<file path="config.mk">
export PLATFORM = sky130hd
export DESIGN_NAME = tinyqv_uart_tx_periph
export DESIGN_NICKNAME = d
export VERILOG_FILES = /design/src/rtl/tinyqv_uart_tx_periph.sv
export SDC_FILE = /design/constraint.sdc
export NUM_CORES = 1
export LEC_CHECK = 0
export CORE_MARGIN = 2
export CORE_UTILIZATION = 55
export CTS_BUF_LIST = sky130_fd_sc_hd__clkbuf_8
export CTS_CLUSTER_SIZE = 28
export DETAILED_ROUTE_END_ITERATION = 8
export PLACE_DENSITY = 0.79
export RECOVER_POWER = 25
export SLEW_MARGIN = 40
export SYNTH_ARGS = -nofsm -noshare
export SYNTH_HDL_FRONTEND = slang
export SYNTH_SLANG_ARGS = --single-unit
</file>
<file path="constraint.sdc">
create_clock -name clk -period 3.2 [get_ports clk]
set_input_delay 0.8 -clock clk [delete_from_list [all_inputs] [get_ports clk]]
set_output_delay 0.8 -clock clk [all_outputs]
set_load 0.05 [all_outputs]
</file>
<file path="src/rtl/tinyqv_uart_tx_periph.sv">
// UART transmitter peripheral: TX FIFO, programmable bit divisor, empty irq.
// Ports: clk/rst, CPU bus (sel, data_addr, data_write_n, data_read_n,
//   data_in, data_out, data_ready), uart_txd serial out, irq_empty level.
module tinyqv_uart_tx_periph #(
  parameter int          FIFO_DEPTH = 4,
  parameter logic [15:0] DIV_RESET  = 16'd433
) (
  input  logic        clk,
  input  logic        rst,
  input  logic        sel,
  input  logic [3:0]  data_addr,
  input  logic [1:0]  data_write_n,
  input  logic [1:0]  data_read_n,
  input  logic [31:0] data_in,
  output logic [31:0] data_out,
  output logic        data_ready,
  output logic        uart_txd,
  output logic        irq_empty
);

  localparam int AW = $clog2(FIFO_DEPTH);
  localparam int LW = AW + 1;

  typedef enum logic [1:0] {
    IDLE,
    START,
    DATA,
    STOP
  } state_t;

  state_t        state, state_n;
  logic [15:0]   divisor;
  logic [15:0]   cnt, cnt_n;
  logic [7:0]    shreg, shreg_n;
  logic [2:0]    bit_idx, bit_idx_n;
  logic          txd_n;
  logic          pop;

  logic [7:0]    fifo_mem [FIFO_DEPTH];
  logic [AW-1:0] wr_ptr, rd_ptr;
  logic [LW-1:0] level;
  logic          fifo_full, fifo_empty;
  logic [7:0]    head;

  logic          wr_req, rd_req;
  logic          a_tx, a_stat, a_div;
  logic          wr_done;
  logic          wr_acc, push;
  logic [31:0]   status;
  logic          unused_ok;

  assign unused_ok = &{1'b0, data_in[31:16]};

  assign wr_req = sel && (data_write_n != 2'b11);
  assign rd_req = sel && (data_read_n != 2'b11);
  assign a_tx   = (data_addr == 4'h0);
  assign a_stat = (data_addr == 4'h4);
  assign a_div  = (data_addr == 4'h8);

  assign fifo_full  = (level == LW'(FIFO_DEPTH));
  assign fifo_empty = (level == '0);
  assign head       = fifo_mem[rd_ptr];

  // wr_done stops a held write request from committing twice
  always_comb begin
    data_ready = 1'b0;
    if (wr_req) begin
      data_ready = !wr_done && !(a_tx && fifo_full);
    end else if (rd_req) begin
      data_ready = 1'b1;
    end
  end

  assign wr_acc = wr_req && data_ready;
  assign push   = wr_acc && a_tx;

  assign status = {23'd0, 5'(level), 1'b0,
                   fifo_empty, fifo_full, (state != IDLE)};

  always_comb begin
    data_out = 32'd0;
    if (rd_req) begin
      if (a_stat) data_out = status;
      else if (a_div) data_out = {16'd0, divisor};
    end
  end

  always_ff @(posedge clk or posedge rst) begin
    if (rst) begin
      wr_done <= 1'b0;
    end else if (!wr_req) begin
      wr_done <= 1'b0;
    end else if (wr_acc) begin
      wr_done <= 1'b1;
    end
  end

  always_ff @(posedge clk or posedge rst) begin
    if (rst) begin
      divisor <= DIV_RESET;
    end else if (wr_acc && a_div) begin
      if (data_write_n == 2'b00) divisor[7:0] <= data_in[7:0];
      else divisor <= data_in[15:0];
    end
  end

  always_ff @(posedge clk) begin
    if (push) fifo_mem[wr_ptr] <= data_in[7:0];
  end

  always_ff @(posedge clk or posedge rst) begin
    if (rst) begin
      wr_ptr <= '0;
      rd_ptr <= '0;
      level  <= '0;
    end else begin
      if (push) wr_ptr <= wr_ptr + 1'b1;
      if (pop)  rd_ptr <= rd_ptr + 1'b1;
      case ({push, pop})
        2'b10:   level <= level + 1'b1;
        2'b01:   level <= level - 1'b1;
        default: level <= level;
      endcase
    end
  end

  // txd is registered from the current state, so the line lags the
  // state by one cycle; irq_empty is registered the same way to stay
  // aligned with the end of the stop bit on the wire.
  always_comb begin
    state_n   = state;
    cnt_n     = cnt;
    shreg_n   = shreg;
    bit_idx_n = bit_idx;
    pop       = 1'b0;
    txd_n     = 1'b1;
    unique case (state)
      IDLE: begin
        if (!fifo_empty) begin
          pop     = 1'b1;
          shreg_n = head;
          cnt_n   = divisor;
          state_n = START;
        end
      end
      START: begin
        txd_n = 1'b0;
        if (cnt == 16'd0) begin
          cnt_n     = divisor;
          bit_idx_n = 3'd0;
          state_n   = DATA;
        end else begin
          cnt_n = cnt - 16'd1;
        end
      end
      DATA: begin
        txd_n = shreg[0];
        if (cnt == 16'd0) begin
          cnt_n     = divisor;
          shreg_n   = {1'b0, shreg[7:1]};
          bit_idx_n = bit_idx + 3'd1;
          if (bit_idx == 3'd7) state_n = STOP;
        end else begin
          cnt_n = cnt - 16'd1;
        end
      end
      STOP: begin
        txd_n = 1'b1;
        if (cnt == 16'd0) begin
          if (!fifo_empty) begin
            pop     = 1'b1;
            shreg_n = head;
            cnt_n   = divisor;
            state_n = START;
          end else begin
            state_n = IDLE;
          end
        end else begin
          cnt_n = cnt - 16'd1;
        end
      end
      default: state_n = IDLE;
    endcase
  end

  always_ff @(posedge clk or posedge rst) begin
    if (rst) begin
      state     <= IDLE;
      cnt       <= 16'd0;
      shreg     <= 8'd0;
      bit_idx   <= 3'd0;
      uart_txd  <= 1'b1;
      irq_empty <= 1'b1;
    end else begin
      state     <= state_n;
      cnt       <= cnt_n;
      shreg     <= shreg_n;
      bit_idx   <= bit_idx_n;
      uart_txd  <= txd_n;
      irq_empty <= fifo_empty && (state == IDLE);
    end
  end

endmodule

</file>
== Word level (Yosys, flattened, before mapping) ==
Memories as Yosys holds them, arrays and structs flattened.
Index checks and enable logic that the tools add are counted.

* Register bits: 55
* Memory bits (read-only): 0
* Bits in writable memories: 32
* Memories kept: 1
* Latch bits: 0
* Input bits: 43

* Equality and inequality tests: 17
* Reductions and logical operators: 24
* Divide/modulo/power cells: 0
* Bitwise gates (word level): 1
* $mul: 0
* Magnitude comparators: 0
* Mux-type cells: 32
* Add/sub/neg operators: 6
* Shift operators: 0

{| class="wikitable"
|+ Memories
! name !! depth !! bits a word !! read ports !! clocked after Yosys merged registers in !! wr ports !! RTL line !! RTL
|-
| fifo_mem || 4 || 8 || 1 || 0 || 1 || 39 || <nowiki>logic [7:0] fifo_mem [FIFO_DEPTH];</nowiki>
|}

{| class="wikitable"
|+ Operators with widths
! kind !! count
|-
| $mux W16 || 6
|-
| $pmux W16 S3 || 1
|-
| $mux W8 || 3
|-
| $pmux W8 S3 || 1
|-
| $logic_not A16 Y1 || 1
|-
| $sub A16 B1 Y16 const B || 1
|-
| $ne A2 B2 Y1 const B || 7
|-
| $pmux W3 S2 || 2
|-
| $mux W2 || 5
|-
| $mux W1 || 9
|-
| $logic_and A1 B1 Y1 || 8
|-
| $pmux W2 S4 || 1
|-
| $add A3 B1 Y3 const B || 2
|-
| $eq A2 B2 Y1 const B || 3
|-
| $eq A3 B3 Y1 const B || 2
|-
| $mux W3 || 2
|-
| $reduce_and A3 Y1 || 2
|-
| $reduce_bool A2 Y1 || 3
|-
| $reduce_and A5 Y1 || 1
|-
| $add A2 B1 Y2 const B || 2
|-
| $eq A2 B1 Y1 const B || 2
|-
| $eq A4 B3 Y1 const B || 1
|-
| $eq A4 B4 Y1 const B || 1
|-
| $logic_not A2 Y1 || 2
|-
| 10 further kinds || 12
|}

== Longest topological paths before layout ==
* Depth after elaboration: 9
* Depth in mapped cells: 13

== Least setup slack after synthesis ==
Ideal clock, no wire load.

* Path type: in2out
* Start point: in data_addr[1]
* End point: out data_out[15]
* Required time: 2.400 ns
* Path slack: -0.125 ns
* Arrival: 2.525 ns
* Path buffers: 0
* Stages: 2
* Cell sequence: or4b_1 -> nor3_1

* Longest elaborated chain between the ends: 4

{| class="wikitable"
|+ Ends and longest elaborated chain
! element !! RTL line !! RTL
|-
| start: declaration || 11 || <nowiki>input logic [3:0] data_addr,</nowiki>
|-
| $eq A4 B4 Y1 || 58 || <nowiki>assign a_div = (data_addr == 4'h8);</nowiki>
|-
| $mux W16 || 84 || <nowiki>else if (a_div) data_out = {16'd0, divisor};</nowiki>
|-
| $mux W16 (*) || 83 || <nowiki>if (a_stat) data_out = status;</nowiki>
|-
| $mux W16 (*) || 82 || <nowiki>if (rd_req) begin</nowiki>
|-
| end: declaration || 15 || <nowiki>output logic [31:0] data_out,</nowiki>
|}

Mark *: on every way between the ends. The rest lies on a longest branch, timed or not.

== Worst setup path after layout ==
* Start point: in data_addr[0]
* End point: out data_out[3]

Same word-level chain as after synthesis.

==> flow_summary.toml <==
[outcome]
outcome = "complete, no violations"

[layout]
final_nets = 490
final_common_cell = "dfrtp_1"
n_antenna_cell = 0
final_util_pct = 69.4
area_growth_pct = 23.3
layout-drive-gt1-share_pct = 27.6
mostFrequentLayoutCells = "48 x dfrtp_1, 32 x edfxtp_1, 25 x clkdlybuf4s50_1"
fin_cells = 543

[routing]
via_per_inst = 5.81
drt_iter0_drc = 236
avgRoutedWirePerCell_um = 17.5
ant_nets = 0
wl_mm = 9.51
num_vias = 3154
drc = 0
dr.pass1.iters = 5

[floorplan]
num_rows = 33
die_h_um = 95.2
coreArea_sq_um = 8130
io_pins = 78
die_w_um = 95.2
die_area_sq_um = 9070
start_util_pct = 56.3

[worst_setup_path]
cp.required_ns = 2.40
crit_type = "input port to primary output"
start_kind = "input port"
reg2reg_setup_slack_ns = 0.24
worstPathArrival_ns = 2.36
worstPathMaxFanout = 5
r2r_cells = 12
end_kind = "primary output"
cp-startpoint = "data_addr[0]"
reg2reg_from = "cnt[0]"
r2r_end = "level[2]"

[cts]
cts_tree = "done"
clk_latency_ns = 0.36
cts-buffers-inserted = 9
cts_max_level = 3
cts-root-buf = "clkbuf_8"
postCtsHoldBufs = 0
clockBufferDepth = 2
clock_sinks = 87
clk_pin_slew_ns = 0.08

[sta]
drv_slew = 0
slew_headroom_pct = 8.94
worst_pin_slew_ns = 1.37
hold_violations = 0
holdWs_ns = 0.497
max_freq_ghz = 0.316
min_period_ns = 3.16
setup_viol = 0
fin_skew_ns = 0.0104
min_period_over_period_pct = 98.7

[yosys]
syn-mean-instance-area_sq_um = 12.5
synth_edf_count = 32
yosysSeqAreaShare_pct = 51.3
yosysWarningCount = 0
async_flop_share_pct = 63.2
ys_ff_latch = 87
synth_top_flop_cell = "dfrtp_1"
syn_inst = 367
yosysTopAreaCell = "dfrtp_1"
ys_top_cells_by_area = "dfrtp_1 26%, edfxtp_1 21%, mux2_1 4.2%, dfstp_2 4.0%, mux4_2 3.9%"
synth_top_area_share_pct = 26.2
synth.distinct_cells = 61
netlist_area_sq_um = 4580

[min_path]
holdPathEnd = "divisor[15]"
worstHoldPathType = "flip-flop to flip-flop"
holdCritStartpoint = "divisor[15]"
whs_path_depth = 1

[global_route]
grt_pass1_vias = 3166
antenna_found_initial = 0
grtUsageTotal_pct = 22.6
met3_usage_pct = 4.66
grt_pass1_wl_mm = 15.6
overflow = 0
busiest_layer = "met2"
grtUsageMet2_pct = 36.8
grt_max_degree = 56
grtUsageMet1_pct = 30.2

[place]
port_buffers = 45
placedCellCount = 525
dpl.hpwl_mm = 6.74
gp_congestion = 0.879

[job]
cap_violations = 0

[power_and_ir_drop]
peakVddDrop_uv = 348
powerDensity_nw_per_um2 = 801
p_leak_nw = 2.34
==> where the power goes <==
group	switching, W	internal (W)
Combinational	0.00110	0.000981
Sequential	0.000299	0.00142
Clock	0.000409	0.000316
Total	0.00181	0.00271
==> through the flow <==
| stage | instance area [sq um] | setup slack, ns | TNS, ns | total power (W) |
|---|---|---|---|---|
| global placement | 5380 | 0.0122 | 0 | 0.00366 |
| detailed placement | 5380 | -0.0195 | -0.108 | 0.00376 |
| floorplan | 4640 | 0.0880 | 0 | 0.00327 |
| finish | 5640 | 0.0403 | 0 | 0.00452 |
| global route | 5640 | -0.00678 | -0.00678 | 0.00481 |
| CTS | 5570 | -0.00384 | -0.0113 | 0.00450 |
==> synthesized netlist by cell type, types with 3 or more instances <==
cell type and instances:
nand3_1 7, mux2_1 17, mux2_4 8, buf_2 5
dfrtp_1 48, and2_1 16, nor3_2 3, nor2_1 23
clkbuf_1 6, o21ai_0 3, or4_1 3, a22o_1 5
mux4_2 8, o21ai_1 5, inv_1 15, o22ai_1 3
xnor2_1 4, xor2_1 6, edfxtp_1 32, dfstp_2 7
o31ai_1 10, or3_1 4, a221o_1 11, ha_1 13
mux2_2 7, buf_4 17, nand2_1 22, nor3_1 6
a22oi_1 6, a21oi_1 5
==> flip-flops by register name, indices dropped and copies added, names as in the netlist <==
| signal | flops |
|---|---|
| divisor | 16 |
| irq_empty | 1 |
| state | 2 |
| shreg | 8 |
| rd_ptr | 2 |
| uart_txd | 1 |
| level | 3 |
| cnt | 16 |
| wr_ptr | 2 |
| wr_done | 1 |
| bit_idx | 3 |
| fifo_mem | 32 |
==> worst max-delay path by stage <==
stage | endpoint | slack [ns] | cells past startpoint
6_report | data_out[3] | 0.04 | 6
5_1_grt | level[2] | -0.007 | 12
4_1_cts | data_out[3] | -0.004 | 6
3_5_place_dp | data_out[14] | -0.02 | 6
3_3_place_gp | data_out[14] | 0.01 | 6
2_1_floorplan | data_out[0] | 0.09 | 3
==> final cells by class <==
class,instances,area (sq um)
Clock inverter,6,51.3
Fill cell,546,2490
Tap cell,105,131
Timing Repair Buffer,69,798
Multi-Input combinational cell,251,2120
Clock buffer,10,138
Sequential cell,87,2350
Inverter,15,56.3
==> metal layers <==
layer,share of wire (%),up-vias
met4,1.9,0
met3,5.2,15
met1,43,1559
li1,-,1465
met2,50,115
met5,0,-
==> cell families (layout without fill, tap and decap cells) <==
family                     after synthesis  after routing  share of synthesized area [%]
muxes                                   42             42                           12.9
and+or+nand+nor                        105            105                           13.4
buffers and inverters                   44            100                           5.14
AOI/OAI and AO/OA                       64             64                           11.3
other                                    1             16                         0.0819
DFF                                     87             87                           51.3
xor gates and xnor gates                10             10                           1.91
adders and majority gates               14             14                           3.99
==> timing repair <==
action	in CTS	in global routing
resized for setup	3	24
cloned	0	1
setup buffers	0	1
endpoints found under the setup margin	9	18
pin swaps	0	4
==> critical path, cell delays in order <==
cell	delay (ns)
clkdlybuf4s50_1	0.42
or4b_4	0.57
nor2_4	0.15
buf_6	0.14
and2_4	0.15
buf_12	0.13
Note: power is estimated with default switching activity, not from simulation.
